==> src/rtl/ram_pkg.sv <==
// Shared definitions for the ram16x4 BIST sequencer.
// Holds default geometry, the state encoding and the march pattern.
package ram_pkg;

    localparam int ADDR_W   = 4;
    localparam int DATA_W   = 4;
    localparam int PAT_MULT = 3;

    typedef enum logic [2:0] {
        IDLE = 3'd0,
        W0   = 3'd1,
        R0   = 3'd2,
        W1   = 3'd3,
        R1   = 3'd4,
        DONE = 3'd5
    } state_t;

    function automatic logic [DATA_W-1:0] pat(input logic [ADDR_W-1:0] a);
        logic [DATA_W-1:0] a_w;
        logic [DATA_W-1:0] m_w;
        a_w = DATA_W'(a);
        m_w = DATA_W'(PAT_MULT);
        return a_w * m_w;
    endfunction

endpackage

==> src/rtl/bist_pattern_gen.sv <==
// March data word for an address, optionally inverted.
// Serves both the write data and the expected read data.
module bist_pattern_gen #(
    parameter int ADDR_W   = 4,
    parameter int DATA_W   = 4,
    parameter int PAT_MULT = 3
) (
    input  logic [ADDR_W-1:0] addr,
    input  logic              inv,
    output logic [DATA_W-1:0] data
);

    logic [DATA_W-1:0] a_w;
    logic [DATA_W-1:0] m_w;
    logic [DATA_W-1:0] prod;

    // Truncating to DATA_W before multiplying keeps the result mod 2**DATA_W
    assign a_w  = DATA_W'(addr);
    assign m_w  = DATA_W'(PAT_MULT);
    assign prod = a_w * m_w;
    assign data = inv ? ~prod : prod;

endmodule

==> src/rtl/ram16x4_bist_ctrl.sv <==
// Four-phase write/readback march sequencer for ram16x4.
// Reports pass/fail, a saturating error count and the first failure.
module ram16x4_bist_ctrl #(
    parameter int ADDR_W   = ram_pkg::ADDR_W,
    parameter int DATA_W   = ram_pkg::DATA_W,
    parameter int PAT_MULT = ram_pkg::PAT_MULT,
    parameter int ERR_W    = 6
) (
    input  logic              clk,
    input  logic              rst_n,
    input  logic              start,
    input  logic              abort,
    output logic              ram_we,
    output logic [ADDR_W-1:0] ram_addr,
    output logic [DATA_W-1:0] ram_wdata,
    input  logic [DATA_W-1:0] ram_rdata,
    output logic              busy,
    output logic              done,
    output logic              pass,
    output logic [ERR_W-1:0]  err_count,
    output logic [ADDR_W-1:0] first_err_addr,
    output logic              first_err_phase
);

    import ram_pkg::*;

    state_t            state;
    state_t            state_nxt;
    logic              last;
    logic              rd_phase;
    logic              inv;
    logic              mismatch;
    logic              err_sat;
    logic [DATA_W-1:0] pattern;

    bist_pattern_gen #(
        .ADDR_W  (ADDR_W),
        .DATA_W  (DATA_W),
        .PAT_MULT(PAT_MULT)
    ) u_pat (
        .addr(ram_addr),
        .inv (inv),
        .data(pattern)
    );

    assign last     = &ram_addr;
    assign ram_we   = (state == W0) || (state == W1);
    assign rd_phase = (state == R0) || (state == R1);
    assign inv      = (state == W1) || (state == R1);
    assign busy     = ram_we || rd_phase;
    assign done     = (state == DONE);
    assign ram_wdata = ram_we ? pattern : '0;
    assign mismatch = rd_phase && (ram_rdata != pattern);
    assign err_sat  = &err_count;

    always_ff @(posedge clk or negedge rst_n) begin
        if (!rst_n) begin
            state <= IDLE;
        end else begin
            state <= state_nxt;
        end
    end

    always_comb begin
        state_nxt = state;
        unique case (state)
            IDLE: if (start && !abort) state_nxt = W0;
            W0:   if (abort) state_nxt = IDLE; else if (last) state_nxt = R0;
            R0:   if (abort) state_nxt = IDLE; else if (last) state_nxt = W1;
            W1:   if (abort) state_nxt = IDLE; else if (last) state_nxt = R1;
            R1:   if (abort) state_nxt = IDLE; else if (last) state_nxt = DONE;
            DONE: state_nxt = IDLE;
            default: state_nxt = IDLE;
        endcase
    end

    always_ff @(posedge clk or negedge rst_n) begin
        if (!rst_n) begin
            ram_addr        <= '0;
            pass            <= 1'b0;
            err_count       <= '0;
            first_err_addr  <= '0;
            first_err_phase <= 1'b0;
        end else begin
            if (state == IDLE && start && !abort) begin
                ram_addr        <= '0;
                pass            <= 1'b0;
                err_count       <= '0;
                first_err_addr  <= '0;
                first_err_phase <= 1'b0;
            end
            if (busy) begin
                if (abort) begin
                    ram_addr <= '0;
                    pass     <= 1'b0;
                end else begin
                    ram_addr <= ram_addr + 1'b1;
                end
                if (mismatch) begin
                    if (!err_sat) err_count <= err_count + 1'b1;
                    if (err_count == '0) begin
                        first_err_addr  <= ram_addr;
                        first_err_phase <= (state == R1);
                    end
                end
                // Final R1 compare lands on the same edge that enters DONE
                if (state == R1 && last && !abort) begin
                    pass <= (err_count == '0) && !mismatch;
                end
            end
            if (state == DONE) ram_addr <= '0;
        end
    end

endmodule
==> config.mk <==
export PLATFORM = sky130hd
export DESIGN_NAME = ram16x4_bist_ctrl
export DESIGN_NICKNAME = d
export VERILOG_FILES = /design/src/rtl/ram_pkg.sv /design/src/rtl/bist_pattern_gen.sv /design/src/rtl/ram16x4_bist_ctrl.sv
export SDC_FILE = /design/constraint.sdc
export NUM_CORES = 1
export LEC_CHECK = 0
export ABC_CLOCK_PERIOD_IN_PS = 3900
export BUFFER_PORTS_ARGS = -buffer_cell sky130_fd_sc_hd__clkbuf_2
export CAP_MARGIN = 20
export CORE_UTILIZATION = 55
export CTS_CLUSTER_SIZE = 16
export DETAILED_ROUTE_END_ITERATION = 10
export PLACE_DENSITY = 0.81
export SLEW_MARGIN = 10
export SYNTH_ARGS = -nofsm -noshare
export SYNTH_HDL_FRONTEND = slang
export SYNTH_HIERARCHICAL = 1
export SYNTH_SLANG_ARGS = --single-unit
==> constraint.sdc <==
create_clock -name clk -period 3.9 [get_ports clk]
set_clock_uncertainty 0.05 [all_clocks]
set_input_delay 0.78 -clock clk [delete_from_list [all_inputs] [get_ports clk]]
set_output_delay 0.78 -clock clk [all_outputs]
set_load 0.005 [all_outputs]
==> summary.txt <==
STATUS
---------------------------------------------------------------------------
Run status                                                     complete, no violations

SYNTHESIS
---------------------------------------------------------------------------
Net count after synthesis                                               149
Share of Yosys cell area claimed by the top area cell type            36.4%
Distinct cell type count after synthesis                                 44
Leading register cell type out of synthesis                    sky130_fd_sc_hd__dfrtp_1
Mapped Avg Cell Area                                               9.60 µm²
Post-synthesis sequential area ratio                                  36.4%
Ys Warns                                                                  6
Biggest area consumer among synthesized cells                  sky130_fd_sc_hd__dfrtp_1
Netlist area before placement                                      1310 µm²
List of most frequent post-synthesis cells                     sky130_fd_sc_hd__dfrtp_1 (19), sky130_fd_sc_hd__nand2_1 (13), sky130_fd_sc_hd__inv_1 (10)
Ys async rst share                                                     100%
Seq cells post-synth                                                     19
Most common cell in the netlist                                sky130_fd_sc_hd__dfrtp_1
Post-synth EDFFs                                                          0
Gate Count Post-Synth                                                   136
Top post-synthesis cells by area                               sky130_fd_sc_hd__dfrtp_1 (36%), sky130_fd_sc_hd__xnor2_1 (6.0%), sky130_fd_sc_hd__mux2i_1 (4.6%)

PLACEMENT
---------------------------------------------------------------------------
Detailed placement HPWL                                             2020 µm
RD Place Congestion                                                   0.846
IO Port Bufs                                                             30
Worst-case setup slack after placement                              1.08 ns

TIMING
---------------------------------------------------------------------------
Actual transition at the worst max-transition pin                  0.481 ns
Final setup violation count                                               0
Headroom to the max-slew limit                                        67.9%
Period utilization                                                    77.5%
Highest clock frequency the design can meet                         331 MHz
Clock period minus worst slack                                      3.02 ns
Final total negative setup slack                                       0 ns
Number of slew-limit violations in the final report                       0
Number of hold violations in the final report                             0
Post-route setup slack                                             0.876 ns
Setup repair after global routing missed its margin                   false

ROUTE
---------------------------------------------------------------------------
Vias                                                                   1124
Remaining design rule violation count                                     0
Total Wirelength                                                    2670 µm
Wire per inst                                                       13.9 µm
Final antenna-violating net count                                         0
Initial detailed-routing violation count                                 12
Post-detailed-route via-to-cell ratio                                  5.85
Pre-antenna DRT Iters                                                     4

WORST SETUP PATH
---------------------------------------------------------------------------
Critical path class                                              reg -> out
Buf+Inv Stages, Crit Path                                                 1
Peak fanout along the critical path                                      14
Worst Setup End Kind                                             output pin
Critical Path AT                                                    2.19 ns
Cell seen most often among critical-path stages                sky130_fd_sc_hd__xnor2_1
Maximum cell stage delay along the critical path                    0.56 ns
Cells traversed along the worst timing path                    nor2b_1 -> a22o_1 -> xnor2_1 -> xnor2_1 -> and2_1 -> clkbuf_2
Kind of start point of the critical path                               flop
CP max-delay cell                                              sky130_fd_sc_hd__dfrtp_1
Worst EP required                                                   3.07 ns
Crit-path leading delay family                                   flip-flops

GRT
---------------------------------------------------------------------------
GRT Util Overall                                                      22.8%
Number of global-route vias before repair                               995
Global-route wire length before repair                              4420 µm
Total gr overflow                                                         0
Maximum number of pins on one net before global-route repair             20
Antenna violations before repair                                          0

DIE
---------------------------------------------------------------------------
Height of the die                                                   50.7 µm
Die area                                                           2570 µm²
Core Footprint                                                     2230 µm²
Width of the chip                                                   50.7 µm
Initial core utilization                                              58.4%
Std cell rows                                                            17
Ports placed on the boundary                                             31

CLOCK NETWORK
---------------------------------------------------------------------------
Number of gates resized after cts                                         0
Clock tree from TritonCTS                                             built
CTS sink count                                                           19
Later-pin clock latency in the skew report                          0.31 ns
CTS Root Cell                                                  sky130_fd_sc_hd__clkbuf_4
Number of levels the H-tree was split into                                1
Count of hold buffers inserted by post-cts repair                         0
Max Root-Sink Buffers                                                     2
Clock Pin Slew Worst Setup and Hold Paths                           0.12 ns
Number of buffers created by CTS                                          3
Post-CTS Setup Bufs                                                       0

CELLS AND AREA
---------------------------------------------------------------------------
Share of layout cells above drive strength 1                          26.2%
Number of nets at the end of the flow                                   178
Area growth, synth to finish                                          13.3%
Multi-input logic area                                              749 µm²
Register area                                                       475 µm²
Fill count                                                              198
Diodes inserted                                                           0

PWR
---------------------------------------------------------------------------
Static leakage                                                     0.736 nW
Maximum VDD drop                                                     292 µV
Cell area power density                                          269 nW/µm²

JOB
---------------------------------------------------------------------------
Max-cap violations                                                        0

HOLD PATH
---------------------------------------------------------------------------
Type of the tightest min-delay check                            in -> async

-- power by group --
| group | switching (mW) | internal (mW) | total, mW | leakage, nW |
|---|---|---|---|---|
| registers | 0.0102 | 0.201 | 0.212 | 0.263 |
| clock network | 0.0665 | 0.0383 | 0.105 | 0.0177 |
| logic | 0.0450 | 0.0365 | 0.0814 | 0.455 |
-- per-stage QoR --
stage | instances | utilization (%) | power (mW) | hold slack, ns | instance area [µm²]
finish | 192 | 66.2 | 0.398 | 0.354 | 1480
global route | 192 | 66.2 | 0.417 | 0.377 | 1480
CTS | 192 | 66.2 | 0.396 | 0.377 | 1480
detailed placement | 188 | 65.0 | 0.296 | 0.477 | 1450
global placement | 188 | 65.0 | 0.295 | 0.465 | 1450
floorplan | 136 | - | 0.270 | 0.434 | 1310
-- cell usage in the layout, fill, tap and decap left out, types with 2 or more instances in the layout --
cell	n
sky130_fd_sc_hd__clkbuf_2	30
sky130_fd_sc_hd__dfrtp_1	19
sky130_fd_sc_hd__nand2_1	13
sky130_fd_sc_hd__inv_1	10
sky130_fd_sc_hd__xnor2_1	9
sky130_fd_sc_hd__nor2_1	7
sky130_fd_sc_hd__nand3_1	6
sky130_fd_sc_hd__mux2i_1	6
sky130_fd_sc_hd__and2_1	5
sky130_fd_sc_hd__a31oi_1	5
sky130_fd_sc_hd__and3_1	4
sky130_fd_sc_hd__o211ai_1	4
sky130_fd_sc_hd__ha_1	4
sky130_fd_sc_hd__a22o_1	3
sky130_fd_sc_hd__nor3_1	3
sky130_fd_sc_hd__xor2_1	3
sky130_fd_sc_hd__clkbuf_4	3
sky130_fd_sc_hd__nor2b_1	2
sky130_fd_sc_hd__a311oi_1	2
sky130_fd_sc_hd__or3_1	2
-- state kept, by name, indices dropped and copies added, names as in the netlist --
register and cells:
err_count 6, pass 1, state 3, ram_addr 4, first_err_addr 4, first_err_phase 1
-- routing by layer --
metal  GRT usage (%)  part of all wire (%)  wire length, µm
met1            29.0                    46             1230
met3            3.94                   3.6               96
met4            5.56                  0.79               21
met2            40.0                    50             1320
met5               0                     0                0
-- logic make-up (layout without fill, tap and decap cells) --
| family | after synthesis | count (layout) | synth area share, % |
|---|---|---|---|
| DFF | 19 | 19 | 36.4 |
| xor gates and xnor gates | 13 | 13 | 9.30 |
| muxes | 8 | 8 | 6.33 |
| AOI/OAI and AO/OA | 23 | 23 | 15.3 |
| buffers and inverters | 17 | 45 | 6.14 |
| and+or+nand+nor | 51 | 51 | 21.1 |
| adders and majority gates | 5 | 5 | 5.37 |
-- cell type report --
cell class	instances	area share (%)
Timing Repair Buffer	30	10.2
Clock inverter	1	0.338
Tap cell	28	2.37
Sequential cell	19	32.1
Multi-Input combinational cell	100	50.7
Inverter	11	2.79
Clock buffer	3	1.52
-- final timing paths --
kind                                              from                           to  slack (ns)  cells past startpoint
setup / recovery                  state[2]$_DFFE_PN0P_                 ram_wdata[3]        0.88                      6
hold / removal                                   rst_n      ram_addr[2]$_DFFE_PN0P_        0.35                      1
setup reg to reg                  state[2]$_DFFE_PN0P_       err_count[1]$_DFF_PN0_        1.04                      8
hold reg to reg            first_err_addr[0]$_DFF_PN0_  first_err_addr[0]$_DFF_PN0_        0.49                      2
max in group asynchronous                        rst_n               pass$_DFF_PN0_        3.11                      1
min in group clk           first_err_addr[0]$_DFF_PN0_  first_err_addr[0]$_DFF_PN0_        0.49                      2
Power figures use the tool's default switching activity.
